[src/rtl/mc_cpu.sv]
// rtl/mc_cpu.sv - multi-cycle MIPS-subset core with one shared memory port
//
// Purpose: fetches and executes add/sub/and/or/slt, addi, lw, sw, beq, j and
// halt over a FETCH/DECODE/EXEC/MEM/WB state sequence. Instruction fetch and
// data access share one req/ready memory port; any wait state stalls the FSM.
//
// Ports:
//   clk        rising-edge clock
//   rst        synchronous, active-high reset
//   mem_req    memory transaction request
//   mem_we     1 = store, 0 = load/fetch (valid while mem_req)
//   mem_addr   word-aligned byte address
//   mem_wdata  store data
//   mem_rdata  read data, valid while mem_ready
//   mem_ready  transaction completes this cycle
//   pc_out     current PC
//   retire     one-cycle pulse per completed instruction
//   halted     sticky, core stopped
//   illegal    sticky, halt caused by an undefined op/funct
module mc_cpu #(
  parameter int          NREG     = 32,
  parameter logic [31:0] RESET_PC = 32'h0000_0000
) (
  input  logic        clk,
  input  logic        rst,
  output logic        mem_req,
  output logic        mem_we,
  output logic [31:0] mem_addr,
  output logic [31:0] mem_wdata,
  input  logic [31:0] mem_rdata,
  input  logic        mem_ready,
  output logic [31:0] pc_out,
  output logic        retire,
  output logic        halted,
  output logic        illegal
);

  localparam int RW = $clog2(NREG);

  localparam logic [5:0] OP_RTYPE = 6'h00;
  localparam logic [5:0] OP_J     = 6'h02;
  localparam logic [5:0] OP_BEQ   = 6'h04;
  localparam logic [5:0] OP_ADDI  = 6'h08;
  localparam logic [5:0] OP_LW    = 6'h23;
  localparam logic [5:0] OP_SW    = 6'h2B;
  localparam logic [5:0] OP_HALT  = 6'h3F;

  localparam logic [5:0] FN_ADD = 6'h20;
  localparam logic [5:0] FN_SUB = 6'h22;
  localparam logic [5:0] FN_AND = 6'h24;
  localparam logic [5:0] FN_OR  = 6'h25;
  localparam logic [5:0] FN_SLT = 6'h2A;

  typedef enum logic [2:0] {
    S_FETCH,
    S_DECODE,
    S_EXEC,
    S_MEM,
    S_WB,
    S_HALT
  } state_t;

  state_t      state_q, state_d;
  logic [31:0] pc_q, pc_d;
  logic [31:0] ir_q, ir_d;
  logic [31:0] a_q, a_d;
  logic [31:0] b_q, b_d;
  logic [31:0] t_q, t_d;
  logic [31:0] y_q, y_d;
  logic [31:0] m_q, m_d;
  logic        halted_q, halted_d;
  logic        illegal_q, illegal_d;

  logic [31:0] rf_q [NREG];

  // Instruction fields, always taken from the latched IR.
  logic [5:0]  op, funct;
  logic [4:0]  rs, rt, rd;
  logic [31:0] imm_sext;

  assign op       = ir_q[31:26];
  assign rs       = ir_q[25:21];
  assign rt       = ir_q[20:16];
  assign rd       = ir_q[15:11];
  assign funct    = ir_q[5:0];
  assign imm_sext = {{16{ir_q[15]}}, ir_q[15:0]};

  // The shamt field has no meaning in this subset.
  logic unused_shamt;
  assign unused_shamt = ^ir_q[10:6];

  // Register fields use only the low log2(NREG) bits.
  logic [RW-1:0] rs_idx, rt_idx, wr_idx;
  logic [31:0]   rs_val, rt_val, wr_data;
  logic          rf_we;

  assign rs_idx  = rs[RW-1:0];
  assign rt_idx  = rt[RW-1:0];
  assign wr_idx  = (op == OP_RTYPE) ? rd[RW-1:0] : rt[RW-1:0];
  assign wr_data = (op == OP_LW) ? m_q : y_q;
  assign rs_val  = (rs_idx == '0) ? 32'h0 : rf_q[rs_idx];
  assign rt_val  = (rt_idx == '0) ? 32'h0 : rf_q[rt_idx];

  // Opcode / funct legality.
  logic funct_ok, op_ok;
  always_comb begin
    funct_ok = (funct == FN_ADD) || (funct == FN_SUB) || (funct == FN_AND) ||
               (funct == FN_OR)  || (funct == FN_SLT);
    case (op)
      OP_RTYPE: op_ok = funct_ok;
      OP_ADDI, OP_LW, OP_SW, OP_BEQ, OP_J, OP_HALT: op_ok = 1'b1;
      default:  op_ok = 1'b0;
    endcase
  end

  // R-type ALU.
  logic [31:0] alu_y;
  always_comb begin
    case (funct)
      FN_ADD:  alu_y = a_q + b_q;
      FN_SUB:  alu_y = a_q - b_q;
      FN_AND:  alu_y = a_q & b_q;
      FN_OR:   alu_y = a_q | b_q;
      FN_SLT:  alu_y = {31'h0, $signed(a_q) < $signed(b_q)};
      default: alu_y = 32'h0;
    endcase
  end

  // Next-state and output logic.
  always_comb begin
    state_d   = state_q;
    pc_d      = pc_q;
    ir_d      = ir_q;
    a_d       = a_q;
    b_d       = b_q;
    t_d       = t_q;
    y_d       = y_q;
    m_d       = m_q;
    halted_d  = halted_q;
    illegal_d = illegal_q;
    mem_req   = 1'b0;
    mem_we    = 1'b0;
    mem_addr  = pc_q;
    mem_wdata = b_q;
    retire    = 1'b0;
    rf_we     = 1'b0;

    case (state_q)
      S_FETCH: begin
        mem_req  = 1'b1;
        mem_addr = pc_q;
        if (mem_ready) begin
          ir_d    = mem_rdata;
          pc_d    = pc_q + 32'd4;
          state_d = S_DECODE;
        end
      end
      S_DECODE: begin
        a_d = rs_val;
        b_d = rt_val;
        // Branch target from the already-incremented PC.
        t_d = pc_q + {imm_sext[29:0], 2'b00};
        if (op == OP_HALT) begin
          halted_d = 1'b1;
          state_d  = S_HALT;
        end else if (!op_ok) begin
          halted_d  = 1'b1;
          illegal_d = 1'b1;
          state_d   = S_HALT;
        end else begin
          state_d = S_EXEC;
        end
      end
      S_EXEC: begin
        case (op)
          OP_RTYPE: begin
            y_d     = alu_y;
            state_d = S_WB;
          end
          OP_ADDI: begin
            y_d     = a_q + imm_sext;
            state_d = S_WB;
          end
          OP_LW, OP_SW: begin
            y_d     = a_q + imm_sext;
            state_d = S_MEM;
          end
          OP_BEQ: begin
            if (a_q == b_q) pc_d = t_q;
            retire  = 1'b1;
            state_d = S_FETCH;
          end
          OP_J: begin
            pc_d    = {pc_q[31:28], ir_q[25:0], 2'b00};
            retire  = 1'b1;
            state_d = S_FETCH;
          end
          default: state_d = S_HALT;
        endcase
      end
      S_MEM: begin
        mem_req  = 1'b1;
        mem_we   = (op == OP_SW);
        mem_addr = {y_q[31:2], 2'b00};
        if (mem_ready) begin
          if (op == OP_SW) begin
            retire  = 1'b1;
            state_d = S_FETCH;
          end else begin
            m_d     = mem_rdata;
            state_d = S_WB;
          end
        end
      end
      S_WB: begin
        rf_we   = 1'b1;
        retire  = 1'b1;
        state_d = S_FETCH;
      end
      S_HALT: begin
        state_d = S_HALT;
      end
      default: state_d = S_FETCH;
    endcase

    // Reset kills any transaction and side effect of the current cycle.
    if (rst) begin
      mem_req = 1'b0;
      mem_we  = 1'b0;
      retire  = 1'b0;
      rf_we   = 1'b0;
    end
  end

  always_ff @(posedge clk) begin
    if (rst) begin
      state_q   <= S_FETCH;
      pc_q      <= RESET_PC;
      ir_q      <= 32'h0;
      a_q       <= 32'h0;
      b_q       <= 32'h0;
      t_q       <= 32'h0;
      y_q       <= 32'h0;
      m_q       <= 32'h0;
      halted_q  <= 1'b0;
      illegal_q <= 1'b0;
    end else begin
      state_q   <= state_d;
      pc_q      <= pc_d;
      ir_q      <= ir_d;
      a_q       <= a_d;
      b_q       <= b_d;
      t_q       <= t_d;
      y_q       <= y_d;
      m_q       <= m_d;
      halted_q  <= halted_d;
      illegal_q <= illegal_d;
    end
  end

  // Register file has no reset; r0 is never written.
  always_ff @(posedge clk) begin
    if (rf_we && (wr_idx != '0)) rf_q[wr_idx] <= wr_data;
  end

  assign pc_out  = pc_q;
  assign halted  = halted_q;
  assign illegal = illegal_q;

endmodule

[config.mk]
export PLATFORM = sky130hd
export DESIGN_NAME = mc_cpu
export DESIGN_NICKNAME = d
export VERILOG_FILES = /design/src/rtl/mc_cpu.sv
export SDC_FILE = /design/constraint.sdc
export NUM_CORES = 2
export LEC_CHECK = 0
export ABC_AREA = 0
export BUFFER_PORTS_ARGS = -buffer_cell sky130_fd_sc_hd__clkbuf_2
export CAP_MARGIN = 20
export CORE_ASPECT_RATIO = 0.7
export CORE_UTILIZATION = 47
export DETAILED_ROUTE_END_ITERATION = 16
export PLACE_DENSITY = 0.62
export REMOVE_ABC_BUFFERS = 1
export SETUP_SLACK_MARGIN = 0.2
export SYNTH_ARGS = -nofsm -noshare
export SYNTH_HDL_FRONTEND = slang
export SYNTH_SLANG_ARGS = --single-unit
[constraint.sdc]
create_clock -name clk -period 9 [get_ports clk]
set_input_delay 1.8 -clock clk [delete_from_list [all_inputs] [get_ports clk]]
set_output_delay 1.8 -clock clk [all_outputs]
set_load 0.1 [all_outputs]
Word level (Yosys, flattened, before mapping)
Memories as Yosys holds them, arrays and structs flattened. A register that Yosys moved wholly into a read port is not among the register bits.
Index checks and enable logic that the tools add are counted.
- multiplexer cells: 38
- order comparisons: 1
- add/subtract/negate cells: 5
- eq/ne operators: 25
- bitwise logic cells: 5
- reductions and logical operators: 26
- operators by type and width (operator ; count):
    $mux W32 ; 6
    $pmux W32 S2 ; 3
    $pmux W32 S5 ; 1
    $add A32 B32 Y32 ; 3
    $eq A6 B6 Y1 const B ; 8
    $add A32 B3 Y32 const B ; 1
    $and A32 B32 Y32 ; 1
    $eq A32 B32 Y1 ; 1
    $lt A32 B32 Y1 ; 1
    $or A32 B32 Y32 ; 1
    $sub A32 B32 Y32 ; 1
    $mux W5 ; 5
    $mux W3 ; 5
    $pmux W3 S5 ; 1
    $mux W1 ; 14
    $logic_not A5 Y1 ; 2
    $ne A2 B2 Y1 const B ; 5
    $pmux W3 S3 ; 1
    $reduce_and A2 Y1 ; 4
    $reduce_or A2 Y1 ; 4
    $eq A3 B2 Y1 const B ; 2
    $eq A3 B3 Y1 const B ; 2
    $eq A6 B2 Y1 const B ; 1
    $eq A6 B3 Y1 const B ; 1
    other kinds (19) ; 26
- register bits after elaboration: 229
- bits of input ports: 35
- output and inout port bits: 101
- memories: 1
- RAM bits: 1024
- logic and storage cells: 112
- memory list (memory ; depth ; bits a word ; read ports ; clocked after memory_dff ; write ports ; RTL line ; text):
    rf_q ; 32 ; 32 ; 2 ; 2 ; 1 ; 74 ; logic [31:0] rf_q [NREG];

Longest topological paths before layout
- depth in word-level cells: 9
- mapped depth: 13
- gate-level depth less buffers: 13

Worst setup path before layout
Ideal clock, no wire load.
- kind: in2out
- from: input rst
- to: output mem_req
- stages: 3
- buffers on the path: 2
- path slack: 2093 ps
- required time: 7200 ps
- arrival: 5107 ps
- cells stage by stage: clkbuf_1 > clkbuf_1 > nor4_1
- cells in the longest elaborated chain, start to end: 1
- ends and longest elaborated chain (what ; RTL line ; text):
    start: declaration ; 25 ; input logic rst,
    $mux W1 ; 227 ; if (rst) begin
    end: declaration ; 26 ; output logic mem_req,
No other way between the ends.

Final worst setup path
- from: register ir_q[31]
- to: memory rf_q[20][2] (enable)
- cells in the longest elaborated chain, start to end: 6
- ends and longest elaborated chain (what ; RTL line ; text):
    start: declaration ; 65 ; logic [31:0] ir_q, ir_d;
    start signal: assignment ; 250 ; ir_q <= ir_d;
    $logic_not A6 Y1 (*) ; 99 ; assign wr_idx = (op == OP_RTYPE) ? rd[RW-1:0] : rt[RW-1:0];
    $mux W5 (*) ; 99 ;
    $reduce_bool A5 Y1 ; 263 ; if (rf_we && (wr_idx != '0)) rf_q[wr_idx] <= wr_data;
    $logic_and A1 B1 Y1 ; 263 ;
    $mux W1 ; 263 ;
    $mux W1 (not written as such) ; 263 ;
    end: declaration ; 74 ;
Every way passes the cells marked *; elsewhere a longest branch is shown, timed or not.

==> results.ini <==
[worst_setup_path]
r2r_cells = 8
critical_path_peak_fanout = 19
critPathKind = reg -> reg
cpPeakStageDelay_ns = 0.92
reg2reg_setup_slack_ns = 3.68
critPathCaptureType = flop
critPathSlowestCell = nor2_4
cp-start-kind = flop
arrival_ns = 5.70
path_cells = nor3_1, nand2_1, nor2_1, mux2i_1, nand2b_1, nand4_1, nor2_4, buf_4
required_ns = 9.39

[final_layout]
final_common_cell = edfxtp_1
nNetsFinal = 4706
area_growth_pct = 10.9
diodes = 0
drive_gt1_frac = 0.260
final_cell_mix = 1024 x edfxtp_1, 640 x mux4_2, 349 x a21oi_1, 339 x nand2_1, 271 x nor2_1
fillCellCount = 11300
postLayoutCellArea_um2 = 71900
regArea_um2 = 35600
multiInputGateArea_um2 = 28000

[place]
place_ws_ns = 3.52
port_buffers = 135
dpl-instance-area_um2 = 67800
post-dp-hpwl_mm = 133
place.gp.congestion = 0.972

[yosys]
synth-main-ff-cell = edfxtp_1
synth_top_area_frac = 0.474
synth-simple-area-share = 0.0611
synth_top_family_by_area = multiplexers
synth-xor-area-share = 0.00959
synth.cell_area_um2 = 64800
synth_top_area_cell = edfxtp_1
synthDistinctLibCells = 87
synthMuxAreaShare = 0.245
yosys_warnings = 0
synth-edff-count = 1024
synth_seq_cells = 1263
synth_fa_ha_area_frac = 0.0344
async_flop_share = 0
synth_compound_area_frac = 0.0754
ys_seq_area_frac = 0.548
avgSynthCellArea_um2 = 14.7
netlist_instances = 4419
synth_area_leaders = edfxtp_1 47%, mux4_2 22%, dfxtp_1 7.4%

[run_status]
status = finished, final reports clean

[sta]
layout_setup_ws_ns = 3.68
max_slew_margin = 0.154
tightest_slew_ns = 1.27
fin_crit_ns = 5.32
fin_crit_sh = 0.591
hold_viol_final = 0
finalMaxSlewViolations = 0
rsz0062_at_grt = no
fin_worst_skew_ns = 0.0280
setup_viol = 0
fmax_mhz = 188

[cts]
postCtsHoldBufs = 0
htreeDepth = 3
cts.reportedPaths.clkPinSlew_ns = 0.07
root_buffer = clkbuf_16
cts_tree = yes
post_cts_buffers = 0
clock_latency_ns = 0.76
post_cts_resized = 0
cts_buffers = 120
clock_sinks = 1263
clock_path_buffers = 3

[route]
first_iter_violations = 6039
post-route-drc-count = 0
first_pass_iters = 7
route.vias.total = 42500
wirelength_mm = 202
vias_per_cell = 6.60
routedWlPerCell_um = 31.4
ant_nets = 0

[global_route]
gr-total-overflow = 0
antenna_found_initial = 3
grtUsageTotal = 0.289
grt_pass1_vias = 40100
grt_max_degree = 133
grt_pass1_wl_mm = 291

[floorplanning]
rows = 113
boundaryPins = 136
die_w_um = 446
initial_core_util = 0.476
fp.dieH_um = 313
core_um2 = 136000
die-area_um2 = 139000

[pwr]
irDropWorstVdd_mv = 0.198
power_leakage_nw = 21.8
power.density_nw_per_um2 = 196

[job]
drv_cap = 0

[hold_path]
hold_depth = 2
min_path_type = reg -> reg

==> where the power goes <==
group          internal [mW]  total [mW]  leakage (nW)  switching, mW
sequential              6.32        6.51          10.4          0.186
clock                   2.93        5.26          1.96           2.33
combinational          0.847        2.31          9.45           1.47
total                   10.1        14.1          21.8           3.98
==> sequential cells by signal, indices dropped and copies added, names as in the netlist, named ones only <==
| register | cells |
|---|---|
| ir_q | 32 |
| illegal | 1 |
| pc_out | 32 |
| rf_q | 1024 |
| mem_wdata | 32 |
| a_q | 32 |
| m_q | 32 |
| y_q | 32 |
| halted | 1 |
| t_q | 32 |
| state_q | 3 |
==> metal layers <==
layer	routed length, um	vias up	global-route usage
li1	-	17800	-
met1	87100	22000	0.445
met2	86500	2479	0.411
met3	22300	287	0.0642
met4	6160	0	0.0814
met5	0	-	0
==> Yosys cell counts, drive strengths merged, types with 8 or more instances <==
library cell  count
edfxtp         1024
mux4            640
a21oi           352
nand2           339
nor2            304
dfxtp           239
clkbuf          202
ha              172
o21ai           146
inv             121
buf             101
mux2i            80
nand3            62
mux2             59
xnor2            53
nor3             50
a211oi           49
a21o             39
a31oi            27
o21bai           22
o31ai            21
nor2b            20
nor4             20
nand2b           19
o211ai           19
xor2             18
and3             17
nand4            15
o22ai            15
a221oi           14
or3              14
and2             11
or2              11
a2111oi          10
a22oi            10
o221ai            8
==> cell type report <==
class | count | area share
inverter | 124 | 0.00647
timing repair buffer | 226 | 0.0205
multi-input combinational | 2760 | 0.390
clock inverter | 80 | 0.0119
tap | 1840 | 0.0320
clock buffer | 148 | 0.0444
sequential | 1263 | 0.495
==> final timing paths <==
kind | start | end
min reg2reg | m_q[18]$_SDFFE_PP0P_ | m_q[18]$_SDFFE_PP0P_
max | ir_q[31]$_SDFFE_PP0P_ | rf_q[20][2]$_DFFE_PP_
max reg2reg | ir_q[31]$_SDFFE_PP0P_ | rf_q[20][2]$_DFFE_PP_
min | m_q[18]$_SDFFE_PP0P_ | m_q[18]$_SDFFE_PP0P_
==> critical path: cells and delay by family (launching register included) <==
kind / cells / cell delay [ns]
flip-flops: 1 / 0.33
multiplexers: 1 / 0.37
AND/OR/NAND/NOR: 6 / 3.64
buffers and inverters: 1 / 0.56
==> metrics by stage <==
step                      setup TNS [ns]  cells  hold WS, ns   util  power [mW]
after floorplan                  -197.34   4147        0.425      -        8.34
after global placement                 0   6209        0.439  0.497        8.89
after detailed placement               0   6211        0.446  0.497        8.90
after CTS                              0   6439        0.455  0.527        14.1
after global routing                   0   6441        0.474  0.527        14.5
final                                  0   6441        0.454  0.527        14.1
==> kinds of logic (layout without fill, tap and decap cells) <==
logic type	Yosys count	count (layout)
compound gates	797	797
xor+xnor	71	71
fa+ha+maj	176	176
buf+inv	427	578
flops	1263	1263
mux	779	779
other cells	1	32
simple gates	905	905
Power figures use the tool's default switching activity.
